File: src/rtl/secure_regfile.sv
// Register file with registered read ports, two write ports and a key-gated protected window.
// Optional feature: define REGFILE_BYPASS_EN to forward same-cycle writes to the read ports.
module secure_regfile #(
    parameter int          XLEN          = 32,
    parameter int          NREGS         = 32,
    parameter int          PROT_BASE     = 28,
    parameter int          PROT_TOP      = 31,
    parameter logic [15:0] KEY           = 16'h0032,
    parameter int          UNLOCK_CYCLES = 64,
    parameter int          MAX_FAILS     = 3,
    localparam int         AW            = $clog2(NREGS)
) (
    input  logic            clk,
    input  logic            rst,
    input  logic [AW-1:0]   rd_addr1,
    input  logic [AW-1:0]   rd_addr2,
    input  logic [AW-1:0]   st_addr,
    input  logic            wr_en_mem,
    input  logic [AW-1:0]   wr_addr_mem,
    input  logic [XLEN-1:0] wr_data_mem,
    input  logic            wr_en_alu,
    input  logic [AW-1:0]   wr_addr_alu,
    input  logic [XLEN-1:0] wr_data_alu,
    input  logic            unlock_req,
    input  logic [15:0]     unlock_key,
    input  logic            relock,
    output logic [XLEN-1:0] rd_data1,
    output logic [XLEN-1:0] rd_data2,
    output logic [XLEN-1:0] st_data,
    output logic            locked,
    output logic            lockout,
    output logic            violation,
    output logic [15:0]     key_access
);
    localparam int TW = $clog2(UNLOCK_CYCLES + 1);
    localparam int FW = $clog2(MAX_FAILS + 1);
    localparam logic [TW-1:0] UNLOCK_T = TW'(UNLOCK_CYCLES);
    localparam logic [FW-1:0] MAX_F    = FW'(MAX_FAILS);

    typedef enum logic [1:0] {
        S_LOCKED   = 2'd0,
        S_UNLOCKED = 2'd1,
        S_LOCKOUT  = 2'd2
    } state_t;

    state_t          state_q, state_d;
    logic [TW-1:0]   timer_q, timer_d;
    logic [FW-1:0]   fails_q, fails_d;
    logic [XLEN-1:0] regs [NREGS];
    logic [AW-1:0]   raddr [3];
    logic [XLEN-1:0] rnext [3];
    logic            unlocked, key_ok, alu_ok, mem_ok, viol_d;

    function automatic logic is_prot(input logic [AW-1:0] a);
        return (32'(a) >= PROT_BASE) && (32'(a) <= PROT_TOP);
    endfunction

    // An address is usable when it exists, is not x0, and is outside the window or unlocked.
    function automatic logic allowed(input logic [AW-1:0] a, input logic unl);
        return (32'(a) < NREGS) && (a != '0) && (!is_prot(a) || unl);
    endfunction

    assign unlocked   = (state_q == S_UNLOCKED);
    assign key_ok     = (unlock_key == KEY);
    assign locked     = (state_q != S_UNLOCKED);
    assign lockout    = (state_q == S_LOCKOUT);
    assign key_access = unlocked ? KEY : 16'h0000;

    // ALU wins a same-address collision, so the load write is suppressed.
    assign alu_ok = wr_en_alu && allowed(wr_addr_alu, unlocked);
    assign mem_ok = wr_en_mem && allowed(wr_addr_mem, unlocked)
                    && !(wr_en_alu && (wr_addr_alu == wr_addr_mem));

    assign viol_d = !unlocked && ((wr_en_alu && is_prot(wr_addr_alu))
                    || (wr_en_mem && is_prot(wr_addr_mem))
                    || is_prot(rd_addr1) || is_prot(rd_addr2) || is_prot(st_addr));

    assign raddr[0] = rd_addr1;
    assign raddr[1] = rd_addr2;
    assign raddr[2] = st_addr;

    always_comb begin
        for (int p = 0; p < 3; p++) begin
            rnext[p] = '0;
            if (allowed(raddr[p], unlocked)) begin
                rnext[p] = regs[raddr[p]];
`ifdef REGFILE_BYPASS_EN
                if (alu_ok && (wr_addr_alu == raddr[p]))
                    rnext[p] = wr_data_alu;
                else if (mem_ok && (wr_addr_mem == raddr[p]))
                    rnext[p] = wr_data_mem;
`else
`endif
            end
        end
    end

    always_comb begin
        state_d = state_q;
        timer_d = timer_q;
        fails_d = fails_q;
        case (state_q)
            S_LOCKED: begin
                if (!relock && unlock_req) begin
                    if (key_ok) begin
                        state_d = S_UNLOCKED;
                        timer_d = UNLOCK_T;
                        fails_d = '0;
                    end else begin
                        fails_d = fails_q + 1'b1;
                        if (fails_d >= MAX_F) state_d = S_LOCKOUT;
                    end
                end
            end
            S_UNLOCKED: begin
                if (relock) begin
                    state_d = S_LOCKED;
                    timer_d = '0;
                end else if (unlock_req && key_ok) begin
                    timer_d = UNLOCK_T;
                end else if (unlock_req) begin
                    state_d = S_LOCKED;
                    timer_d = '0;
                    fails_d = fails_q + 1'b1;
                    if (fails_d >= MAX_F) state_d = S_LOCKOUT;
                end else if (timer_q == TW'(1)) begin
                    state_d = S_LOCKED;
                    timer_d = '0;
                end else begin
                    timer_d = timer_q - 1'b1;
                end
            end
            default: state_d = S_LOCKOUT;
        endcase
    end

    always_ff @(posedge clk or posedge rst) begin
        if (rst) begin
            state_q   <= S_LOCKED;
            timer_q   <= '0;
            fails_q   <= '0;
            violation <= 1'b0;
        end else begin
            state_q   <= state_d;
            timer_q   <= timer_d;
            fails_q   <= fails_d;
            violation <= viol_d;
        end
    end

    always_ff @(posedge clk or posedge rst) begin
        if (rst) begin
            for (int i = 0; i < NREGS; i++) regs[i] <= '0;
            rd_data1 <= '0;
            rd_data2 <= '0;
            st_data  <= '0;
        end else begin
            if (alu_ok) regs[wr_addr_alu] <= wr_data_alu;
            if (mem_ok) regs[wr_addr_mem] <= wr_data_mem;
            rd_data1 <= rnext[0];
            rd_data2 <= rnext[1];
            st_data  <= rnext[2];
        end
    end
endmodule

File: config.mk
export PLATFORM = sky130hd
export DESIGN_NAME = secure_regfile
export DESIGN_NICKNAME = d
export VERILOG_FILES = /design/src/rtl/secure_regfile.sv
export SDC_FILE = /design/constraint.sdc
export NUM_CORES = 2
export LEC_CHECK = 0
export CORE_ASPECT_RATIO = 2
export CORE_UTILIZATION = 40
export CTS_BUF_LIST = sky130_fd_sc_hd__clkbuf_2 sky130_fd_sc_hd__clkbuf_4 sky130_fd_sc_hd__clkbuf_8
export CTS_CLUSTER_SIZE = 25
export DETAILED_ROUTE_END_ITERATION = 8
export SETUP_SLACK_MARGIN = 0.4
export SLEW_MARGIN = 0
export SYNTH_ARGS = -nofsm -noshare
export SYNTH_HDL_FRONTEND = slang
export SYNTH_SLANG_ARGS = --single-unit
File: constraint.sdc
create_clock -name clk -period 119.5 [get_ports clk]
set_input_delay 23.9 -clock clk [delete_from_list [all_inputs] [get_ports clk]]
set_output_delay 23.9 -clock clk [all_outputs]
set_load 0.1 [all_outputs]
Word-level counts from Yosys, hierarchy flattened --
Index checks and enable logic that the tools add are counted. Widths: inputs -> output; s select.
Storage, ports and cells: bits of input ports 111, output and inout port bits 115, register bits after elaboration 1132, logic and storage cells 159
Cells by class: order comparisons 13, eq/ne operators 14, reductions and logical operators 43, add/subtract/negate cells 2, bitwise operators 5, muxes and demuxes 43
Operators by type and width (count):
- $bwmux 1024 | 2
- $mux 1024 | 2
- $bmux 32 s5 | 3
- $mux 32 | 11
- $demux 32 s5 | 2
- $mux 7 | 6
- $ge 6x6->1 const B | 5
- $not 5->6 | 5
- $mux 2 | 13
- $ge 5x5->1 const B | 5
- $reduce_bool 5->1 | 5
- $eq 16x6->1 const B | 1
- $logic_and 1x1->1 | 16
- $pmux 7 s2 | 1
- $lt 6x1->1 const B | 2
- $ne 2x2->1 const B | 5
- $logic_or 1x1->1 | 9
- $logic_not 1->1 | 8
- $pmux 2 s2 | 2
- $eq 7x1->1 const B | 1
- $sub 7x1->7 const B | 1
- $mux 6 | 1
- $ne 3x3->1 const B | 2
- $eq 5x5->1 | 1
- 11 further kinds | 11

Logic depth before layout (Yosys ltp) --
depth in word-level cells 9, mapped depth 8

Worst setup path after synthesis --
Ideal clock, no wire load.
path kind reg2out, from register state_q[1], to output port lockout, slack 93.851 ns, required time 95.600 ns, data arrival time 1.749 ns, stages on the path, launching flop included 2, path buffers 0, cell sequence dfrtp_1 nor2b_1
Between the ends: cells in the longest elaborated chain, start to end 1
Ends and longest elaborated chain:
- from (decl) | RTL line 46 | state_t state_q, state_d;
- from (signal assigned) | RTL line 144 | state_q <= state_d;
- $eq 2x2->1 | RTL line 66 | assign lockout = (state_q == S_LOCKOUT);
- to (decl) | RTL line 31 | output logic lockout,
No other way between the ends.

==> key figures <==
Status
  – Status: finished, violations left
  – Violated checks: DRC

Drt
  – DRC: 48
  – Final WL: 340 mm
  – Via density per instance: around 7
  – First drt pass iteration count: 9
  – 1st-iter DRT viols: 6,373
  – Routed Antenna Nets: 0
  – Vias: 59,300
  – Drt wl/cell: 39.9 um

Global routing
  – GRT Total Usage: 0.339
  – Vias in the first global route: 61,600
  – Largest net degree at the start of global routing: 152
  – Initial antenna violation count: 24
  – Global-route wire length before repair: 472 mm
  – Total gr overflow: 0

STA
  – FMAX: 35.3 MHz
  – RSZ-0062 raised after global routing: false
  – Final Cycle Share: 0.237
  – Max Slew Vio Count: 0
  – Worst Skew: approximately 0.084 ns
  – Final min period: 28.36 ns
  – Worst-margin pin slew: 1.32 ns
  – Relative slew slack: 0.114
  – Fin. Hold Viols: 0
  – Final setup TNS: 0 ns
  – Final Setup Violations: 0

Finish
  – Proportion of layout cells with a drive suffix above 1: 0.482
  – Design area: 0.0862 mm2
  – Layout area overhead: 9.70%
  – Fill cells: 17,700
  – Nets@finish: 5,970

Setup path
  – Critical Path Sink: regs[32]
  – CP required: 120.45 ns
  – Crit path capture type: async pin
  – CP max-delay cell: buf_4
  – CP Depth: 7
  – Reg2reg setup slack: 116.21 ns
  – Critical Path Source: rst
  – Most Frequent Cell on Critical Path: buf_4
  – CP Data Arrival Time: 29.31 ns
  – Reg-to-reg endpoint: regs[64]
  – Critical path class: input port to async pin
  – Crit-path cells: clkdlybuf4s50_1 -> inv_8 -> buf_12 -> buf_4 -> buf_4 -> buf_4 -> buf_4
  – Worst path top cell family by delay: buffers and inverters
  – Worst R2R Start: state_q[1]
  – Crit path launch type: input port
  – Worst path bufs/invs: 7
  – Worst reg2reg path depth: 6
  – CP max stage delay: 0.96 ns
  – Crit path max fanout: ~130

Logic synthesis
  – Number of synthesized flops with an enable pin: 0
  – Netlist cell types: 71
  – Yosys warning total: 0
  – Avg Synthesized Cell Area: 13.0 um2
  – Async SR Flop Fraction: 1.00
  – Synth Register Bits: 1,132
  – Yosys top cell area share: 0.361
  – Cells after synthesis: 6,054
  – Synth Cell Area: 0.0786 mm2
  – Sequential share of the synthesized area: 0.361
  – Largest area contributor in the netlist: dfrtp_1
  – Synth Flop Type: dfrtp_1
  – Most area-consuming cells after synthesis: dfrtp_1 (36%), mux2_2 (26%), mux4_2 (12%), mux2i_1 (8.5%), a22oi_1 (3.9%)

Clock network
  – Clk slew on worst S/H paths: 0.07 ns
  – Post-CTS Hold Buffers: 0
  – CTS tree: built
  – Post-CTS Setup Inserts: 0
  – CTS Root Cell: clkbuf_8
  – Clock Latency Late Sink: 0.97 ns
  – Clk sinks: 1,132
  – CTS buffer count: 184
  – H-Tree Depth: 4
  – Cts repair resizes: 0
  – CTS max path bufs: 4

Hold path
  – Class of the worst hold path: flop to flop

Power and ir drop
  – Pwr Density: ~16 mW/mm2
  – Worst vdd ir: 12.0 uV
  – Total power: 1.40 mW
  – Switching share of power: 0.348
  – Static leakage power: 36.7 nW
  – Clock power frac: 0.277
  – Register share of total power: 0.401
  – Internal power: 0.912 mW
  – Sw power: 0.486 mW
  – Combinational cell fraction of total power: 0.322

Die
  – Die X: 315 um
  – Die height: 629 um
  – Row Count: 229
  – Total Die Area: 0.198 mm2
  – Initial Utilization: 0.403
  – Core ar.: approximately 0.19 mm2
  – # IOs: 226

Placement
  – DPL Wire Length: 195 mm
  – DP Area: about 0.082 mm2
  – Routability cong.: 0.893
  – Input/output buffers: 212

Flow run
  – Max-Cap Viols: 0
[worst reg2reg max path, cell delays in order, from the launching register on]
cell     delay, ns
dfrtp_1       0.46
nor2b_4       0.31
buf_4         0.75
nand4_4       0.40
buf_4         0.45
mux2_2        0.53
mux2_2        0.26
[flip-flops by register name, summed over array words and instances (netlist names)]
signal and cells:
fails_q 2, rd_data1 32, st_data 32, rd_data2 32, regs 1024, violation 1, timer_q 7, state_q 2
[routing by layer]
| layer | global-route usage | share of wire | vias to the layer above |
|---|---|---|---|
| li1 | - | - | 23100 |
| met1 | 0.376 | 0.34 | 30900 |
| met2 | 0.540 | 0.47 | 3807 |
| met3 | 0.0834 | 0.086 | 1531 |
| met4 | 0.290 | 0.10 | 18 |
| met5 | 0 | 0.00035 | - |
[how the worst min path moves through the flow]
stage	depth (start not counted)	from	slack, ns	to
after global routing	0	regs[1022]	0.42	regs[1022]
after floorplan	1	regs[1022]	0.45	regs[1022]
after CTS	0	regs[1022]	0.41	regs[1022]
final	0	regs[1022]	0.42	regs[1022]
after detailed placement	0	regs[1022]	0.40	regs[1022]
after global placement	0	regs[1022]	0.39	regs[1022]
[power groups by stage]
| stage | Clock (mW) | Sequential, mW | Combinational, mW |
|---|---|---|---|
| after floorplan | 0 | 0.587 | 0.300 |
| after global placement | 0 | 0.556 | 0.436 |
| after detailed placement | 0 | 0.564 | 0.447 |
| after CTS | 0.391 | 0.557 | 0.448 |
| after global routing | 0.403 | 0.571 | 0.476 |
| final | 0.387 | 0.561 | 0.450 |
[logic make-up (layout without fill, tap and decap cells)]
logic type | Yosys count | after routing | synth area share
AO/OA/AOI/OAI | 664 | 664 | 0.0676
other | 1 | 26 | 0.0000477
adder cells (fa/ha/maj) | 3 | 3 | 0.000478
buffers and inverters | 780 | 698 | 0.0470
multiplexers | 3084 | 3084 | 0.495
flip-flops | 1132 | 1132 | 0.361
XOR/XNOR | 7 | 7 | 0.000780
AND/OR/NAND/NOR | 383 | 383 | 0.0282
[cell type report]
type / instances / area (um2) / share of cell area
clock inverter: 37 / 453 / 0.00526
inverter: 12 / 52.6 / 0.000610
multi-input combinational: 4154 / 47200 / 0.548
timing repair buffer: 372 / 3420 / 0.0397
sequential: 1132 / 28300 / 0.329
antenna: 13 / 32.5 / 0.000377
clock buffer: 277 / 3510 / 0.0407
tap: 2541 / 3180 / 0.0369
[cell usage after synthesis, types with 4 or more instances]
cell      instances
a31oi_1           4
mux2_2         1819
nand3_1          78
o21ai_2          11
mux2_1          135
nor3_2            6
buf_4           103
mux2i_1         665
nor2_1           30
xnor2_1           6
a311o_1          32
a22o_1           67
a22oi_1         413
nor3b_2           4
o211ai_1         57
nand2b_1         11
mux2_4           30
and3_1           11
buf_1            29
buf_2           202
o211ai_2         16
dfrtp_1        1132
a32oi_1          33
clkbuf_1        416
nand2_1          57
buf_6            17
inv_1            11
mux4_2          435
nor3_1           43
and3b_1           4
and2_1            5
nor2b_1          25
a21oi_1          14
and2b_1           4
nand4_1          72
[layout by cell type, fill, tap and decap left out, types with 8 or more instances in the layout]
| cell | count |
|---|---|
| a311o_1 | 32 |
| nor2b_1 | 16 |
| buf_4 | 156 |
| nand2_4 | 8 |
| nand2_1 | 47 |
| and3_1 | 8 |
| a21oi_1 | 14 |
| bufinv_16 | 10 |
| nand2b_1 | 10 |
| clkbuf_8 | 228 |
| nor3_1 | 40 |
| clkinv_2 | 21 |
| conb_1 | 13 |
| dfrtp_1 | 1132 |
| a32oi_1 | 33 |
| nor2_1 | 16 |
| a22oi_1 | 413 |
| nor2_4 | 17 |
| o211ai_1 | 57 |
| mux2i_1 | 665 |
| diode_2 | 13 |
| inv_1 | 10 |
| mux2_4 | 30 |
| mux4_2 | 435 |
| a22o_1 | 67 |
| mux2_2 | 1819 |
| o211ai_4 | 18 |
| nand4_1 | 72 |
| o21ai_4 | 11 |
| mux2_1 | 135 |
| nand3_1 | 76 |
| nor2b_4 | 9 |
| clkdlybuf4s50_1 | 203 |
| clkbuf_4 | 49 |
[through the flow]
stage / worst slack (ns) / util / std cells / hold WS, ns
finish: 91.14 / 0.442 / 8538 / 0.416
global route: 90.51 / 0.442 / 8527 / 0.424
CTS: 91.05 / 0.442 / 8525 / 0.414
detailed placement: 90.06 / 0.422 / 8211 / 0.398
global placement: 90.16 / 0.422 / 8211 / 0.388
floorplan: 63.72 / - / 6066 / 0.449
Note: power is estimated with default switching activity, not from simulation.
